--- src/rtl/acq_popcount_seq_pkg.sv ---
// Shared definitions for the acquisition popcount sequencer:
// FSM state encodings and the parameter derivation helpers.
package acq_popcount_seq_pkg;

   localparam logic [1:0] ST_IDLE = 2'd0;
   localparam logic [1:0] ST_RUN  = 2'd1;
   localparam logic [1:0] ST_DONE = 2'd2;

   // Number of RUN cycles needed to cover a word of width w with the given lane count.
   function automatic int calc_iter(input int w, input int lanes);
      return w / (7 * lanes);
   endfunction

   // Result width able to hold a count of 0..w.
   function automatic int calc_sum_w(input int w);
      return $clog2(w + 1);
   endfunction

   // Width of the per-cycle sum of all lane counts (0..7*lanes).
   function automatic int calc_lane_w(input int lanes);
      return $clog2(7 * lanes + 1);
   endfunction

endpackage

--- src/rtl/acq_popcount_seq_lane_sum.sv ---
// acq_lane_sum: combinational sum of LANES 3-bit adder7 results.
module acq_lane_sum
   import acq_popcount_seq_pkg::*;
#(
   parameter  int LANES = 2,
   localparam int OUT_W = calc_lane_w(LANES)
) (
   input  logic [3*LANES-1:0] i_cnt,
   output logic [OUT_W-1:0]   o_sum
);

   // Add every lane count; the result width covers 7*LANES.
   always_comb begin
      o_sum = '0;
      for (int j = 0; j < LANES; j++) begin
         o_sum = o_sum + OUT_W'(i_cnt[j*3 +: 3]);
      end
   end

endmodule

--- src/rtl/adder7.sv ---
// 7-input 1-bit adder: number of ones in a 7-bit slice (0..7).
module adder7 (
   input  logic [6:0] i_bits,
   output logic [2:0] o_cnt
);

   // Count the set bits of the slice.
   always_comb begin
      o_cnt = '0;
      for (int i = 0; i < 7; i++) begin
         o_cnt = o_cnt + 3'(i_bits[i]);
      end
   end

endmodule

--- src/rtl/acq_popcount_seq.sv ---
// acq_popcount_seq: multi-cycle population count of a wide word.
// The word is latched (optionally inverted) and consumed LSB first,
// 7*LANES bits per cycle, through LANES adder7 lanes.
//
// state   | meaning
// --------+-----------------------------------------------------------
// IDLE    | waiting for a word, in_ready=1
// RUN     | counting one chunk per cycle, ITER cycles
// DONE    | result on out_sum, out_valid=1 until accepted; may accept
//         | the next word on the same edge as the output handshake
module acq_popcount_seq
   import acq_popcount_seq_pkg::*;
#(
   parameter  int IN_WIDTH = 56,
   parameter  int LANES    = 2,
   localparam int SUM_W    = calc_sum_w(IN_WIDTH)
) (
   input  logic                clk,
   input  logic                rst,
   input  logic                in_valid,
   output logic                in_ready,
   input  logic [IN_WIDTH-1:0] in_data,
   input  logic                in_invert,
   input  logic                abort,
   output logic                out_valid,
   input  logic                out_ready,
   output logic [SUM_W-1:0]    out_sum,
   output logic                busy
);

   localparam int ITER   = calc_iter(IN_WIDTH, LANES);
   localparam int LANE_W = calc_lane_w(LANES);
   localparam int CHUNK  = 7 * LANES;
   localparam int ITER_W = (ITER > 1) ? $clog2(ITER) : 1;

   if ((IN_WIDTH % CHUNK) != 0 || IN_WIDTH < CHUNK) begin : g_bad_width
      $error("acq_popcount_seq: IN_WIDTH must be a multiple of 7*LANES");
   end

   logic [1:0]          r_state;
   logic [IN_WIDTH-1:0] r_shreg;
   logic [ITER_W-1:0]   r_iter;
   logic [SUM_W-1:0]    r_acc;
   logic [SUM_W-1:0]    r_out_sum;
   logic                r_out_valid;
   logic                r_busy;

   logic [3*LANES-1:0]  w_lane_cnt;
   logic [LANE_W-1:0]   w_lane_total;
   logic [SUM_W-1:0]    w_acc_next;
   logic                w_accept;
   logic                w_out_hs;
   logic                w_last;

   for (genvar j = 0; j < LANES; j++) begin : g_lane
      adder7 u_adder7 (
         .i_bits (r_shreg[j*7 +: 7]),
         .o_cnt  (w_lane_cnt[j*3 +: 3])
      );
   end

   acq_lane_sum #(.LANES(LANES)) u_lane_sum (
      .i_cnt (w_lane_cnt),
      .o_sum (w_lane_total)
   );

   // Ready depends only on state and out_ready; abort still wins inside w_accept.
   always_comb begin
      in_ready = 1'b0;
      if (!rst) begin
         if (r_state == ST_IDLE)
            in_ready = 1'b1;
         else if (r_state == ST_DONE)
            in_ready = out_ready;
      end
   end

   assign w_accept   = in_valid & in_ready & ~abort;
   assign w_out_hs   = r_out_valid & out_ready;
   assign w_acc_next = r_acc + SUM_W'(w_lane_total);
   assign w_last     = (r_iter == ITER_W'(ITER - 1));

   // FSM, shift register, iteration counter and accumulator.
   always_ff @(posedge clk) begin
      if (rst || abort) begin
         r_state     <= ST_IDLE;
         r_shreg     <= '0;
         r_iter      <= '0;
         r_acc       <= '0;
         r_out_sum   <= '0;
         r_out_valid <= 1'b0;
         r_busy      <= 1'b0;
      end else begin
         case (r_state)
            ST_IDLE: begin
               if (w_accept) begin
                  r_shreg <= in_data ^ {IN_WIDTH{in_invert}};
                  r_iter  <= '0;
                  r_acc   <= '0;
                  r_busy  <= 1'b1;
                  r_state <= ST_RUN;
               end
            end
            ST_RUN: begin
               r_acc   <= w_acc_next;
               r_shreg <= r_shreg >> CHUNK;
               r_iter  <= r_iter + 1'b1;
               if (w_last) begin
                  r_out_sum   <= w_acc_next;
                  r_out_valid <= 1'b1;
                  r_state     <= ST_DONE;
               end
            end
            ST_DONE: begin
               if (w_out_hs) begin
                  r_out_valid <= 1'b0;
                  if (w_accept) begin
                     r_shreg <= in_data ^ {IN_WIDTH{in_invert}};
                     r_iter  <= '0;
                     r_acc   <= '0;
                     r_state <= ST_RUN;
                  end else begin
                     r_busy  <= 1'b0;
                     r_state <= ST_IDLE;
                  end
               end
            end
            default: begin
               r_state     <= ST_IDLE;
               r_out_valid <= 1'b0;
               r_busy      <= 1'b0;
            end
         endcase
      end
   end

   assign out_valid = r_out_valid;
   assign out_sum   = r_out_sum;
   assign busy      = r_busy;

endmodule
--- config.mk ---
export PLATFORM = sky130hd
export DESIGN_NAME = acq_popcount_seq
export DESIGN_NICKNAME = d
export VERILOG_FILES = /design/src/rtl/acq_popcount_seq_pkg.sv /design/src/rtl/acq_popcount_seq_lane_sum.sv /design/src/rtl/adder7.sv /design/src/rtl/acq_popcount_seq.sv
export SDC_FILE = /design/constraint.sdc
export NUM_CORES = 1
export LEC_CHECK = 0
export ABC_AREA = 1
export CAP_MARGIN = 30
export CORE_AREA = 4 4 101 103
export DETAILED_ROUTE_END_ITERATION = 7
export DIE_AREA = 0 0 105 107
export GPL_ROUTABILITY_DRIVEN = 1
export PLACE_DENSITY = 0.82
export SLEW_MARGIN = 20
export SYNTH_ARGS = -nofsm -noshare
export SYNTH_HDL_FRONTEND = slang
export SYNTH_SLANG_ARGS = --single-unit
--- constraint.sdc ---
create_clock -name clk -period 11.3 [get_ports clk]
set_input_delay 2.825 -clock clk [delete_from_list [all_inputs] [get_ports clk]]
set_output_delay 2.825 -clock clk [all_outputs]
set_load 0.1 [all_outputs]
[After elaboration in Yosys (flattened, before gate mapping)]
Cells that the tools add are included.
Cells by class
  bitwise operators: 7
  reductions and logical operators: 8
  muxes and demuxes: 24
  equal/unequal tests: 7
  $add $sub $neg: 15
Operator list (number)
  one-hot mux 56 bit (3 select lines): 1
  2-to-1 mux 56 bit: 2
  bitwise XOR 56 bit: 1
  adder 3 x 1 -> 3 bit: 10
  one-hot mux 6 bit (3 select lines): 1
  2-to-1 mux 6 bit: 2
  one-hot mux 2 bit (3 select lines): 2
  2-to-1 mux 2 bit: 5
  2-to-1 mux 1 bit: 9
  != test 2 bit (second input constant): 4
  adder 6 x 4 -> 6 bit: 1
  one-hot mux 1 bit (3 select lines): 2
  AND reduction 3 bit: 2
  adder 1 x 1 -> 2 bit: 2
  adder 3 x 3 -> 4 bit: 1
  == test 2 bit (second input constant): 2
  AND reduction 2 bit: 2
  AND reduction 4 bit: 1
  bitwise AND 1 bit: 3
  inverter 1 bit: 3
  nonzero test 3 bit: 1
  adder 2 x 1 -> 2 bit (second input constant): 1
  == test 2 x 1 -> 1 bit (second input constant): 1
  zero test 2 bit: 1
  logical OR 1 bit: 1
Storage, ports and cells
  input port bits: 62
  register bits: 74

[Logic depth before layout (Yosys ltp)]
  depth after elaboration: 9
  gate-level depth with buffers: 19

[Cells and area by module]
Synthesis repeated with hierarchy kept, for this count alone.
Unflattened totals
  cell total of the unflattened synthesis: 616
  area total of the unflattened synthesis: 4224.1 sq um
Modules (own cells, without submodules)
  acq_popcount_seq: instances 1, seq. area each 1481.4 sq um, area an instance 3905.0 sq um, cells each 579
  adder7: instances 2, seq. area each 0.0 sq um, area an instance 110.1 sq um, cells each 12
  acq_lane_sum: instances 1, seq. area each 0.0 sq um, area an instance 98.8 sq um, cells each 13

[Least setup slack after synthesis]
Ideal clock, no wire load.
  path kind: in2out
  start: input rst
  end: output in_ready
  slack: 4761 ps
  arrival time: 3714 ps
  data required time: 8475 ps
  stages: 2
  path through: nor2_1 > and2_1
Between the ends
  word-level cells in the longest chain between the ends: 1
Ends and longest elaborated chain
  start, declared: RTL line acq_popcount_seq.sv:19  | input logic rst,
  2-to-1 mux 1 bit: RTL line acq_popcount_seq.sv:70  | if (!rst) begin
  end, declared: RTL line acq_popcount_seq.sv:21  | output logic in_ready,
No other way between the ends.

[Final worst setup path]
Same ends and word-level chain as after synthesis.

==> impl_metrics.csv <==
group,metric,value,unit
critical_path,path_class,"primary input to output pin",
cells_and_area,area_delta_synth_final,20.0,%
floorplan,core_area,9200,um^2
floorplan,die-width,105,um
clock_network,cts_resized,0,
placement,dp_worst_setup_slack,3.79,ns
min_path,hold_end,"busy",
clock_network,cts_sinks,74,
global_route,track_usage,18.6,%
cells_and_area,n_antenna_cell,0,
placement,io_buffers,70,
logic_synthesis,avgSynthCellArea,6.56,um^2
critical_path,cpMaxStageDelayCell,"clkdlybuf4s50_1",
min_path,hold_path_class,"flop to flop",
clock_network,path_clk_slew,0.07,ns
sta,finalWorstSetupSlack,3.79,ns
critical_path,crit_top_cell,"clkdlybuf4s50_1",
global_route,overflow,0,
cells_and_area,fill_cells,839,
sta,hold_violations,0,
logic_synthesis,yosysUniqueCellTypes,30,
critical_path,r2r_end,"out_sum[5]",
outcome,status,"completed",
global_route,grt_pass1_wl,17400,um
placement,dp_hpwl,7040,um
logic_synthesis,synth-xor-area-share,5.43,%
logic_synthesis,synthMuxAreaShare,0,%
sta,relSlewSlack,35.0,%
sta,fmax,0.133,GHz
cells_and_area,nets,814,
sta,worst_pin_slew,0.972,ns
routing,drt-pass1-iter-count,6,
critical_path,worstPathMaxFanout,2,
pwr,ir_drop,0.0641,mV
global_route,grt_pass1_vias,4018,
critical_path,r2r_start,"r_shreg[0]",
logic_synthesis,synth_top_family_by_area,"simple AND/OR/NAND/NOR gates",
logic_synthesis,syn-instance-count,688,
critical_path,worst_r2r_path_depth,16,
sta,period_minus_slack,7.51,ns
routing,postRouteAntennaNets,0,
sta,setup_viol,0,
logic_synthesis,synthAdderAreaFrac,7.21,%
logic_synthesis,synth-compound-area-share,7.84,%
floorplan,ios,71,
logic_synthesis,synth_fp_nets,770,
sta,rsz0062_at_grt,"no",
routing,routedWlPerCell,12.5,um
routing,drtIter0Drc,276,
floorplan,die_h,107,um
logic_synthesis,synth_warnings,0,
critical_path,r2r_slack,7.28,ns
sta,clock_skew,0.00517,ns
cells_and_area,final_cell_mix,"nand2_1 (207), nor2_1 (100), dfxtp_1 (74)",
min_path,min_from,"busy",
clock_network,clk_path_buf_depth,2,
pwr,p_seq_share,43.3,%
clock_network,clockRootBuffer,"clkbuf_8",
floorplan,fp-row-count,35,
critical_path,critPathArrivalTime,4.68,ns
cells_and_area,layout_commonest_cell,"nand2_1",
cells_and_area,register_area,1480,um^2
sta,slew_violations,0,
logic_synthesis,yosysSeqAreaShare,32.8,%
job,cap_violations,0,
clock_network,h-tree-depth,3,
cells_and_area,drive_above_1_share,4.76,%
sta,period_share,66.4,%
routing,drc,0,
pwr,p_per_area,115,nW/um^2
pwr,power_frac_comb,16.5,%
critical_path,path_buf_inv,2,
routing,vias_per_cell,5.05,
min_path,hold_depth,2,
pwr,p_leak,2.44,nW
placement,finalWeightedCongestion,0.832,
pwr,p_sw_share,25.3,%
cells_and_area,multiInputGateArea,2520,um^2
pwr,p_sw,0.157,mW
critical_path,slowest_delay,1.13,ns
critical_path,critPathRequiredTime,8.48,ns
clock_network,clkLatencyLatePin,0.35,ns
clock_network,postCtsSetupRepairBufs,0,
global_route,grt_start_max_net_pins,57,
pwr,intPower,0.464,mW
clock_network,numCtsBuffers,9,
critical_path,worstPathCellList,"clkdlybuf4s50_1 -> nor2_1 -> and2_1 -> clkdlybuf4s50_1",
critical_path,endpoint_kind,"output pin",
logic_synthesis,yosys.area_share.simple,35.3,%
routing,wirelength,10600,um
clock_network,cts_tree,"built",
clock_network,holdBufCountCts,0,
critical_path,critPathLaunchType,"primary input",
logic_synthesis,synth_seq_cells,74,
floorplan,initial_utilization,49.1,%
sta,setup_tns,0,ns
floorplan,die-area,11200,um^2
routing,num_vias,4274,
critical_path,critPathTopFamily,"buffers and inverters",
logic_synthesis,syn_area,4510,um^2
global_route,antenna_found_initial,0,
pwr,p_clk_share,40.2,%
## through the flow
step	utilization, %	total power [mW]	cell area [um^2]	std cells	hold WS (ns)
floorplan	-	0.341	4510	688	0.437
global placement	55.9	0.374	5140	830	0.442
detailed placement	55.9	0.376	5140	830	0.448
CTS	58.5	0.622	5380	845	0.458
global route	58.9	0.647	5420	847	0.482
finish	58.9	0.621	5420	847	0.451
## worst max-delay path by stage
stage	startpoint	end	slack, ns	depth (start not counted)
after floorplan	rst	in_ready	4.76	2
after global placement	out_ready	in_ready	3.81	5
after detailed placement	rst	in_ready	3.79	4
after CTS	rst	in_ready	3.78	4
after global routing	rst	in_ready	3.72	4
final	rst	in_ready	3.79	4
## power groups by stage
stage	Combinational [mW]	Clock [mW]	Sequential, mW
global placement	0.0990	0	0.275
floorplan	0.0661	0	0.275
detailed placement	0.101	0	0.275
global route	0.116	0.262	0.270
finish	0.102	0.249	0.269
CTS	0.102	0.251	0.269
## worst reg2reg max path, delay by kind of cell (launching register included)
kind,cells,cell delay [ns]
fa+ha+maj,8,2.98
flops,1,0.32
simple gates,3,0.21
compound gates,2,0.27
buf+inv,3,0.14
## Yosys cell counts
cell type | count | area share, %
inv_2 | 4 | 0.33
nand2_2 | 5 | 0.69
inv_1 | 72 | 6.0
and2_1 | 1 | 0.14
nor2_1 | 100 | 8.3
buf_6 | 4 | 1.0
buf_2 | 23 | 2.5
a31oi_1 | 3 | 0.42
nand2_1 | 207 | 17
nand3b_1 | 15 | 2.5
nor2_2 | 1 | 0.14
dfxtp_1 | 74 | 33
buf_1 | 4 | 0.33
o21ai_1 | 4 | 0.44
xor2_1 | 22 | 4.3
o21bai_1 | 6 | 1.0
buf_4 | 3 | 0.50
a21o_1 | 2 | 0.33
nand3_1 | 49 | 5.4
nor2_4 | 1 | 0.25
or2_2 | 1 | 0.14
a21oi_1 | 31 | 3.4
ha_1 | 10 | 2.8
nand4_2 | 1 | 0.28
clkinv_2 | 1 | 0.11
nand3_2 | 1 | 0.22
o21ai_0 | 20 | 2.2
xnor2_1 | 6 | 1.2
clkbuf_1 | 7 | 0.58
fa_1 | 10 | 4.4
## registers in the layout (all words and copies together), names as in the netlist
register / count
r_shreg: 56
out_sum: 6
r_acc: 6
r_iter: 2
r_state: 2
busy: 1
out_valid: 1
## layer usage
layer  global-route usage [%]  routed length (um)  part of all wire, %  up-vias
li1                         -                   -                    -     2187
met1                     21.1                4520                   43     1961
met2                     34.5                5450                   51      110
met3                     3.91                 510                  4.8       16
met4                     6.47                 141                  1.3        0
met5                        0                   0                    0        -
## logic make-up (layout without fill, tap and decap cells)
| group | Yosys count | after routing |
|---|---|---|
| AND/OR/NAND/NOR | 382 | 382 |
| buffers and inverters | 118 | 166 |
| flip-flops | 74 | 74 |
| AO/OA/AOI/OAI | 66 | 66 |
| XOR/XNOR | 28 | 28 |
| adder cells (fa/ha/maj) | 20 | 20 |
## final cells by class
cell class / count / share of cell area, %
clock buffers: 10 / 2.54
clock inverters: 5 / 1.89
inverters: 77 / 5.36
multi-input cells: 496 / 46.5
flip-flops and latches: 74 / 27.4
well taps: 111 / 2.56
repair buffers: 74 / 13.8
Power figures use the tool's default switching activity.
